`config.mk`:
```
export PLATFORM = sky130hd
export DESIGN_NAME = alu_cmd_issuer_flat
export DESIGN_NICKNAME = d
export VERILOG_FILES = /design/src/rtl/alu_cmd_issuer_if.sv /design/src/rtl/alu_cmd_issuer.sv /design/src/flat_wrapper.sv
export SDC_FILE = /design/constraint.sdc
export NUM_CORES = 1
export LEC_CHECK = 0
export CAP_MARGIN = 20
export CORE_MARGIN = 5
export CORE_UTILIZATION = 30
export CTS_CLUSTER_DIAMETER = 60
export DETAILED_ROUTE_END_ITERATION = 8
export HOLD_SLACK_MARGIN = 0.06
export PLACE_DENSITY = 0.56
export SYNTH_ARGS = -nofsm -noshare
export SYNTH_HDL_FRONTEND = slang
export SYNTH_SLANG_ARGS = --single-unit
export TNS_END_PERCENT = 100
```
`constraint.sdc`:
```
create_clock -name CLK -period 5 [get_ports CLK]
set_clock_uncertainty 0.2 [all_clocks]
set_input_delay 0.5 -clock CLK [delete_from_list [all_inputs] [get_ports CLK]]
set_output_delay 0.5 -clock CLK [all_outputs]
set_load 0.005 [all_outputs]
```
`src/rtl/alu_cmd_issuer_if.sv`:
```
// Producer-side word interface of the ALU command issuer.
// The producer drives a command/operand word and the issuer answers with in_ready.
interface alu_cmd_issuer_if #(
  parameter int WIDTH     = 8,
  parameter int CMD_WIDTH = 4
);
  logic                 in_valid;
  logic                 in_ready;
  logic [1:0]           in_inp_valid;
  logic                 in_mode;
  logic [CMD_WIDTH-1:0] in_cmd;
  logic [WIDTH-1:0]     in_opa;
  logic [WIDTH-1:0]     in_opb;
  logic                 in_cin;

  modport master (
    output in_valid, in_inp_valid, in_mode, in_cmd, in_opa, in_opb, in_cin,
    input  in_ready
  );

  modport slave (
    input  in_valid, in_inp_valid, in_mode, in_cmd, in_opa, in_opb, in_cin,
    output in_ready
  );
endinterface

```
`src/rtl/alu_cmd_issuer.sv`:
```
// ALU command issuer: buffers producer words in a FIFO and drives the ALU
// input pins, leaving an idle window after each issue so the ALU has time to
// produce its result (a longer window for multiplies).
//
// state  | meaning
// S_IDLE | may pop the FIFO head and issue it to the ALU this edge
// S_WAIT | result window of the last issue, gap counter running down
module alu_cmd_issuer #(
  parameter int WIDTH     = 8,
  parameter int CMD_WIDTH = 4,
  parameter int DEPTH     = 8,
  parameter int ISSUE_GAP = 1,
  parameter int MUL_GAP   = 2
) (
  input  logic                   CLK,
  input  logic                   RST,
  input  logic                   en,
  input  logic                   flush,
  alu_cmd_issuer_if.slave        bus,
  output logic [1:0]             INP_VALID,
  output logic                   MODE,
  output logic [CMD_WIDTH-1:0]   CMD,
  output logic                   CE,
  output logic [WIDTH-1:0]       OPA,
  output logic [WIDTH-1:0]       OPB,
  output logic                   CIN,
  output logic                   issued,
  output logic [15:0]            issue_cnt,
  output logic [$clog2(DEPTH):0] fifo_count
);

  localparam int AW   = $clog2(DEPTH);
  localparam int MAXG = (MUL_GAP > ISSUE_GAP) ? MUL_GAP : ISSUE_GAP;
  localparam int GW   = (MAXG < 1) ? 1 : $clog2(MAXG + 1);

  typedef enum logic {S_IDLE = 1'b0, S_WAIT = 1'b1} state_t;

  typedef struct packed {
    logic [1:0]           iv;
    logic                 mode;
    logic [CMD_WIDTH-1:0] cmd;
    logic [WIDTH-1:0]     opa;
    logic [WIDTH-1:0]     opb;
    logic                 cin;
  } word_t;

  word_t          mem [DEPTH];
  word_t          head;
  word_t          wdata;
  logic [AW-1:0]  wr_ptr;
  logic [AW-1:0]  rd_ptr;
  logic [AW:0]    count;
  logic [AW:0]    count_nxt;
  logic           ready_r;
  logic           push;
  logic           pop;
  logic           head_mul;
  logic [GW-1:0]  gap;
  logic [GW-1:0]  gap_load;
  state_t         state;
  state_t         state_nxt;

  assign wdata      = '{iv: bus.in_inp_valid, mode: bus.in_mode, cmd: bus.in_cmd,
                        opa: bus.in_opa, opb: bus.in_opb, cin: bus.in_cin};
  assign head       = mem[rd_ptr];
  assign push       = bus.in_valid && ready_r && !flush;
  assign head_mul   = head.mode && ((head.cmd == CMD_WIDTH'(9)) || (head.cmd == CMD_WIDTH'(10)));
  assign gap_load   = head_mul ? GW'(MUL_GAP) : GW'(ISSUE_GAP);
  assign bus.in_ready = ready_r;
  assign fifo_count = count;

  // FSM state register
  always_ff @(posedge CLK or posedge RST) begin
    if (RST) state <= S_IDLE;
    else     state <= state_nxt;
  end

  // FSM next state: leave IDLE only when an issue carries a non-zero gap
  always_comb begin
    state_nxt = state;
    case (state)
      S_IDLE: if (pop && (gap_load != '0)) state_nxt = S_WAIT;
      S_WAIT: if (gap <= GW'(1))           state_nxt = S_IDLE;
      default: state_nxt = S_IDLE;
    endcase
    if (flush) state_nxt = S_IDLE;
  end

  // FSM output decode: pop the head whenever an issue is allowed
  always_comb begin
    pop = 1'b0;
    if ((state == S_IDLE) && en && (count != '0) && !flush) pop = 1'b1;
  end

  // Gap counter: loaded on issue, runs down regardless of en
  always_ff @(posedge CLK or posedge RST) begin
    if (RST)               gap <= '0;
    else if (flush)        gap <= '0;
    else if (pop)          gap <= gap_load;
    else if (gap != '0)    gap <= gap - 1'b1;
  end

  // FIFO storage, written on accepted pushes only
  always_ff @(posedge CLK) begin
    if (push) mem[wr_ptr] <= wdata;
  end

  // Next occupancy; in_ready is derived from it so it is a clean register
  always_comb begin
    count_nxt = count;
    if (push && !pop)      count_nxt = count + 1'b1;
    else if (pop && !push) count_nxt = count - 1'b1;
    if (flush)             count_nxt = '0;
  end

  // FIFO pointers, occupancy and in_ready
  always_ff @(posedge CLK or posedge RST) begin
    if (RST) begin
      wr_ptr  <= '0;
      rd_ptr  <= '0;
      count   <= '0;
      ready_r <= 1'b1;
    end else begin
      count   <= count_nxt;
      ready_r <= (count_nxt != (AW + 1)'(DEPTH));
      if (flush) begin
        wr_ptr <= '0;
        rd_ptr <= '0;
      end else begin
        if (push) wr_ptr <= wr_ptr + 1'b1;
        if (pop)  rd_ptr <= rd_ptr + 1'b1;
      end
    end
  end

  // ALU pin registers: fields hold between issues, INP_VALID only during an issue
  always_ff @(posedge CLK or posedge RST) begin
    if (RST) begin
      INP_VALID <= '0;
      MODE      <= 1'b0;
      CMD       <= '0;
      CE        <= 1'b0;
      OPA       <= '0;
      OPB       <= '0;
      CIN       <= 1'b0;
      issued    <= 1'b0;
      issue_cnt <= '0;
    end else begin
      CE     <= en;
      issued <= pop;
      if (pop) begin
        INP_VALID <= head.iv;
        MODE      <= head.mode;
        CMD       <= head.cmd;
        OPA       <= head.opa;
        OPB       <= head.opb;
        CIN       <= head.cin;
        issue_cnt <= issue_cnt + 16'd1;
      end else begin
        INP_VALID <= '0;
      end
    end
  end

endmodule

```
`src/flat_wrapper.sv`:
```
// flat-port wrapper written by rule: the top's interface ports become plain ports
module alu_cmd_issuer_flat 
#(
  parameter int WIDTH     = 8,
  parameter int CMD_WIDTH = 4,
  parameter int DEPTH     = 8,
  parameter int ISSUE_GAP = 1,
  parameter int MUL_GAP   = 2
)
  (CLK, RST, en, flush, INP_VALID, MODE, CMD, CE, OPA, OPB, CIN, issued, issue_cnt, fifo_count, bus_in_valid, bus_in_inp_valid, bus_in_mode, bus_in_cmd, bus_in_opa, bus_in_opb, bus_in_cin, bus_in_ready);
  alu_cmd_issuer_if #(.WIDTH(WIDTH), .CMD_WIDTH(CMD_WIDTH)) bus_i ();
  input  logic CLK;
  input  logic RST;
  input  logic en;
  input  logic flush;
  output logic [1:0] INP_VALID;
  output logic MODE;
  output logic [CMD_WIDTH-1:0] CMD;
  output logic CE;
  output logic [WIDTH-1:0] OPA;
  output logic [WIDTH-1:0] OPB;
  output logic CIN;
  output logic issued;
  output logic [15:0] issue_cnt;
  output logic [$clog2(DEPTH):0] fifo_count;
  input wire logic [$bits(bus_i.in_valid)-1:0] bus_in_valid;
  input wire logic [$bits(bus_i.in_inp_valid)-1:0] bus_in_inp_valid;
  input wire logic [$bits(bus_i.in_mode)-1:0] bus_in_mode;
  input wire logic [$bits(bus_i.in_cmd)-1:0] bus_in_cmd;
  input wire logic [$bits(bus_i.in_opa)-1:0] bus_in_opa;
  input wire logic [$bits(bus_i.in_opb)-1:0] bus_in_opb;
  input wire logic [$bits(bus_i.in_cin)-1:0] bus_in_cin;
  output wire logic [$bits(bus_i.in_ready)-1:0] bus_in_ready;
  assign bus_i.in_valid = bus_in_valid;
  assign bus_i.in_inp_valid = bus_in_inp_valid;
  assign bus_i.in_mode = bus_in_mode;
  assign bus_i.in_cmd = bus_in_cmd;
  assign bus_i.in_opa = bus_in_opa;
  assign bus_i.in_opb = bus_in_opb;
  assign bus_i.in_cin = bus_in_cin;
  assign bus_in_ready = bus_i.in_ready;
  alu_cmd_issuer #(.WIDTH(WIDTH), .CMD_WIDTH(CMD_WIDTH), .DEPTH(DEPTH), .ISSUE_GAP(ISSUE_GAP), .MUL_GAP(MUL_GAP)) u_core (.CLK(CLK), .RST(RST), .en(en), .flush(flush), .bus(bus_i), .INP_VALID(INP_VALID), .MODE(MODE), .CMD(CMD), .CE(CE), .OPA(OPA), .OPB(OPB), .CIN(CIN), .issued(issued), .issue_cnt(issue_cnt), .fifo_count(fifo_count));
endmodule
```
# --- Yosys cells after proc, flatten, opt, wreduce, memory -nomap -nowiden ---
# Memory sizes are Yosys's and may differ from the RTL's.
# Cells that the tools add are included.
word_totals:
  input_bits: 29
  output_inout_bits: 47
  word_cells: 65
  ramBits: 192
  mem_count: 1
  reg_bits: 56
mem_list:
  columns: ["memory", "depth", "width", "read_ports", "rd_ports_with_merged_regs", "wr", "line_no", "source"]
  rows:
  - ["u_core.mem", 8, 24, 1, 0, 1, "alu_cmd_issuer.sv:47", "word_t mem [DEPTH];"]
op_classes:
  order_cmp: 1
  n_reduce_logical: 19
  eq_ne: 3
  addsub: 6
  muxes: 19
  bitwise_logic: 1
ops:
  columns: ["cell", "count"]
  rows:
  - ["16-bit by 1-bit adder with 16-bit output (second input constant)", 1]
  - ["3-bit 2-to-1 mux", 4]
  - ["4-bit 2-to-1 mux", 3]
  - ["2-bit 2-to-1 mux", 5]
  - ["1-bit logical AND", 9]
  - ["4-bit equality test (second input constant)", 2]
  - ["2-bit nonzero test", 4]
  - ["3-bit by 1-bit adder with 3-bit output (second input constant)", 2]
  - ["1-bit 2-to-1 mux", 6]
  - ["4-bit by 1-bit adder with 4-bit output (second input constant)", 1]
  - ["4-bit inequality test (second input constant)", 1]
  - ["4-bit nonzero test", 1]
  - ["4-bit by 1-bit subtractor with 4-bit output (second input constant)", 1]
  - ["1-bit logical NOT", 3]
  - ["3-bit nonzero test", 1]
  - ["2-bit by 1-bit less-or-equal comparator with 1-bit output (second input constant)", 1]
  - ["1-bit case mux with 2 select lines", 1]
  - ["2-bit by 1-bit subtractor with 2-bit output (second input constant)", 1]
  - ["1-bit logical OR", 1]
  - ["1-bit NOT", 1]

# --- Longest topological paths before layout ---
depth:
  word_depth: 10
  mapped_depth: 9
  depth_no_buf: 7

# --- Worst setup path after synthesis ---
# No wires, ideal clock.
synth_timing:
  path_type: "flip-flop to flip-flop"
  startpoint: "register u_core.ready_r, in the netlist u_core.bus.in_ready"
  endpoint: "memory u_core.mem[0][0] (netlist name), enable pin"
  n_path_buf: 0
  path_slack_ns: 1.683
  required_ns: 4.365
  setup_ns: 0.435
  synth_period_minus_slack_ns: 3.317
  arrival_ns: 2.682
  stages_incl_launch_ff: 4
  path_cell_list: "dfstp_2 nand2_1 or3_1 nor3_1"
synth_via:
  elab_chain_len: 4
synth_rtl:
  columns: ["element", "line_no", "source"]
  rows:
  - ["from (decl)", "alu_cmd_issuer.sv:54", "logic ready_r;"]
  - ["from (signal assigned)", "alu_cmd_issuer.sv:125", "ready_r <= (count_nxt != (AW + 1)'(DEPTH));"]
  - ["1-bit logical AND (2 in series)", "alu_cmd_issuer.sv:66", "assign push = bus.in_valid && ready_r && !flush;"]
  - ["1-bit 2-to-1 mux", "alu_cmd_issuer.sv:105", "if (push) mem[wr_ptr] <= wdata;"]
  - ["1-bit 2-to-1 mux (not written as such)", "alu_cmd_issuer.sv:105", null]
  - ["to (decl)", "alu_cmd_issuer.sv:47", null]
# No other way between the ends.

# --- Final worst setup path ---
layout_timing:
  startpoint: "register u_core.rd_ptr[1]"
  endpoint: "register u_core.gap[1]"
layout_via:
  elab_chain_len: 7
  elab_cells_between_ends: 8
  classes_between: "2 x eq/ne; 3 x mux; 2 x reduce/logical; 1 x memory"
layout_rtl:
  columns: ["element", "line_no", "source"]
  rows:
  - ["from (decl)", "alu_cmd_issuer.sv:51", "logic [AW-1:0] rd_ptr;"]
  - ["from (signal assigned)", "alu_cmd_issuer.sv:131", "if (pop) rd_ptr <= rd_ptr + 1'b1;"]
  - ["memory read 8 x 24 bit (*)", null, null]
  - ["4-bit equality test", "alu_cmd_issuer.sv:67", "assign head_mul = head.mode && ((head.cmd == CMD_WIDTH'(9)) || (head.cmd == CMD_WIDTH'(10)));"]
  - ["1-bit logical OR", "alu_cmd_issuer.sv:67", null]
  - ["1-bit logical AND (*)", "alu_cmd_issuer.sv:67", null]
  - ["2-bit 2-to-1 mux (*)", "alu_cmd_issuer.sv:68", "assign gap_load = head_mul ? GW'(MUL_GAP) : GW'(ISSUE_GAP);"]
  - ["2-bit 2-to-1 mux (*)", "alu_cmd_issuer.sv:99", "else if (pop) gap <= gap_load;"]
  - ["2-bit 2-to-1 mux (*)", "alu_cmd_issuer.sv:98", "else if (flush) gap <= '0;"]
  - ["to (signal assigned)", "alu_cmd_issuer.sv:99", null]
  - ["to (signal assigned)", "alu_cmd_issuer.sv:100", "else if (gap != '0) gap <= gap - 1'b1;"]
  - ["to (decl)", "alu_cmd_issuer.sv:58", "logic [GW-1:0] gap;"]
# Every way passes the cells marked *; elsewhere a longest branch is shown, timed or not.
# A chain may end at the register's enable or synchronous reset.

==> impl_metrics.ini <==
[die]
start_util = 0.3039
die_area_um2 = 35730
fp.dieW_um = 189.0
die_height_um = 189.0
row_count = 65
ios = 76
core_area_um2 = 31640

[final_layout]
nNetsFinal = 646
utilization = 0.3705
fin_area_um2 = 11720
drive_gt1_frac = 0.1889
area_delta_synth_final_pct = 21.93
diodes = 0

[drt]
num_vias = 4819
drtIter0Drc = 202
drc = 0
first_pass_iters = 4
ant_nets = 0
routed_wl_um = 20100
avgViaCountPerCell = 4.670
drt-wirelength-per-cell_um = 19.48

[yosys]
synthDistinctLibCells = 38
postSynthNetCount = 552
yosysTopAreaCell = edfxtp_1
yosys.area_share.xor_xnor = 0.02147
yosysWarnings = 0
yosys-mux-area-fraction = 0.1374
ys_seq_elements = 248
async_flop_share = 0.2258
synthTopCellsByCount = edfxtp_1, dfrtp_1, mux4_2
syn_area_per_cell_um2 = 18.63
synth.area.top_cells = edfxtp_1, dfrtp_1, mux4_2
yosysTopAreaCellShare = 0.5997
synth_edf_count = 192
yosysMostFrequentCell = edfxtp_1
syn_area_um2 = 9614
syn_inst = 516
synth_top_family_by_area = multiplexers
synth-adder-area-share = 0.009110
synth_ff_type = edfxtp_1
synth-simple-area-share = 0.05297
synth-compound-area-share = 0.01848
ys_seq_area_frac = 0.7456

[global_route]
gr-usage-met2 = 0.1867
overflow = 0
antenna_found_initial = 2
grt_pass1_wl_um = 30970
first_global_vias = 5201
top_usage_layer = met2
use_met3 = 0.02544
grt_util_met1 = 0.1500
track_usage = 0.1116
grt_max_degree = 50

[sta]
setup_ws_ps = 2237
period_minus_slack_ps = 2763
min_period_over_period = 0.5526
rsz0062_at_grt = false
slew_violations = 0
fin_setup_tns_ps = 0
max_freq_ghz = 0.3619
max_slew_margin = 0.3260
tightestPinTransition_ps = 1011
hold_viol = 0
report.final.setup_viol = 0

[worst_setup_path]
end_kind = register
path_class = reg2reg
crit_buf_inv = 1
cp.depth = 6
endpoint = u_core.gap[1]$_DFFE_PP0P_
r2r-end = u_core.gap[1]$_DFFE_PP0P_
crit_start = u_core.rd_ptr[1]$_DFFE_PP0P_
path_max_fanout = 25
cpPeakStageDelay_ps = 790
path_cells = buf_4 -> mux4_2 -> mux2i_1 -> nor2_1 -> nand4_1 -> a21oi_1
r2r-start = u_core.rd_ptr[1]$_DFFE_PP0P_
worstSetupStartpointType = register
cp_slowest_cell = dfrtp_2
cp.arrival_ps = 2930
required_ps = 5170
cpLargestDelayFamily = flip-flops
rr_worst_depth = 6
r2r_setup_slack_ps = 2240

[min_path]
hp-class = in2async

[clock_network]
post_cts_buffers = 0
clk_pin_slew_ps = 60
insertion_delay_ps = 530
clockRootBuffer = clkbuf_16
numCtsBuffers = 27
cts_tree = built
cts_sinks = 248
clockBufferDepth = 3
ctsHtreeMaxLevel = 1
cts_hold_buf = 0
cts-resized-gates = 0

[power_and_ir_drop]
p_leak_nw = 3.936
power_density_nw_per_um2 = 476.0
peakVddDrop_uv = 290.9

[placement]
dp_hpwl_um = 11820
gp_congestion = 0.7109
port_buffers = 75
placed_cell_area_um2 = 10870
place_ws_ps = 1672

[run]
drv_cap = 0

[outcome]
status = finished clean
placed cells by master (no fill, tap or decap), types with 2 or more instances in the layout:
master,Yosys,final
mux2i_1,24,24
and2_1,3,3
ha_1,7,7
clkinv_2,0,6
nand2b_1,3,3
xor2_1,9,9
nand4_1,7,7
inv_1,8,7
bufinv_16,0,2
nor3_2,1,3
or3_1,2,2
clkdlybuf4s50_1,0,75
buf_4,0,11
nand3_1,12,12
clkbuf_16,0,27
clkbuf_1,5,6
clkbuf_8,0,2
edfxtp_1,192,192
and3_1,2,2
dfrtp_2,0,2
o21ai_0,24,24
mux4_2,48,48
clkinv_1,0,3
nor3_1,4,2
dfrtp_1,55,52
a21oi_1,7,7
nor2_1,21,15
nor2_2,0,6
nand2_1,40,39
xnor2_1,12,12
final cells by class:
| type | count | area, um2 |
|---|---|---|
| clock inverter | 14 | 126.4 |
| tap | 402 | 503.0 |
| inverter | 8 | 30.03 |
| sequential | 248 | 7174 |
| clock buffer | 35 | 725.7 |
| timing repair buffer | 86 | 833.3 |
| multi-input combinational | 239 | 2330 |
| fill | 2875 | 19910 |
per-stage QoR:
stage               instances  power (W)  hold WS (ps)
finish                   1032   0.005580         135.2
global route             1032   0.005873         191.0
CTS                      1032   0.005685         132.7
detailed placement        983   0.003776         275.5
global placement          983   0.003745         260.4
floorplan                 516   0.003311         268.2
sequential cells by signal, indices dropped and copies added (netlist names), 2 cells and up:
name and count:
u_core.gap 2, u_core.OPA 8, u_core.INP_VALID 2, u_core.wr_ptr 3
u_core.mem 192, u_core.rd_ptr 3, u_core.fifo_count 4, u_core.OPB 8
u_core.issue_cnt 16, u_core.CMD 4
per-layer routing:
metal / share of wire / vias up
li1: - / 2186
met1: 0.45 / 2479
met2: 0.48 / 112
met3: 0.048 / 38
met4: 0.022 / 4
met5: 0.0012 / -
report_power, final:
group          switching (W)  internal (W)  total [W]
Combinational       0.000475      0.000630    0.00110
Sequential          0.000190       0.00240    0.00259
Clock               0.000758       0.00112    0.00188
Total                0.00142       0.00416    0.00558
worst min path at each step:
| stage | endpoint | from | slack [ps] |
|---|---|---|---|
| after global placement | u_core.issue_cnt[15]$_DFFE_PP0P_ | u_core.issue_cnt[15]$_DFFE_PP0P_ | 260 |
| after CTS | u_core.OPA[4]$_DFFE_PP0P_ | RST | 130 |
| final | u_core.OPA[4]$_DFFE_PP0P_ | RST | 140 |
| after floorplan | u_core.issue_cnt[15]$_DFFE_PP0P_ | u_core.issue_cnt[15]$_DFFE_PP0P_ | 270 |
| after detailed placement | u_core.issue_cnt[15]$_DFFE_PP0P_ | u_core.issue_cnt[15]$_DFFE_PP0P_ | 280 |
| after global routing | u_core.OPA[4]$_DFFE_PP0P_ | RST | 190 |
logic make-up after synthesis:
logic type | count (synthesis)
flip-flops | 248
multiplexers | 72
adder cells (fa/ha/maj) | 7
AO/OA/AOI/OAI | 34
buffers and inverters | 29
XOR/XNOR | 22
AND/OR/NAND/NOR | 104
worst register-to-register path: stages (launching register included):
cell and delay, ps:
dfrtp_2 790, buf_4 500, mux4_2 550, mux2i_1 220
nor2_1 110, nand4_1 160, a21oi_1 90
No activity file was read; power rests on OpenSTA's default activity.
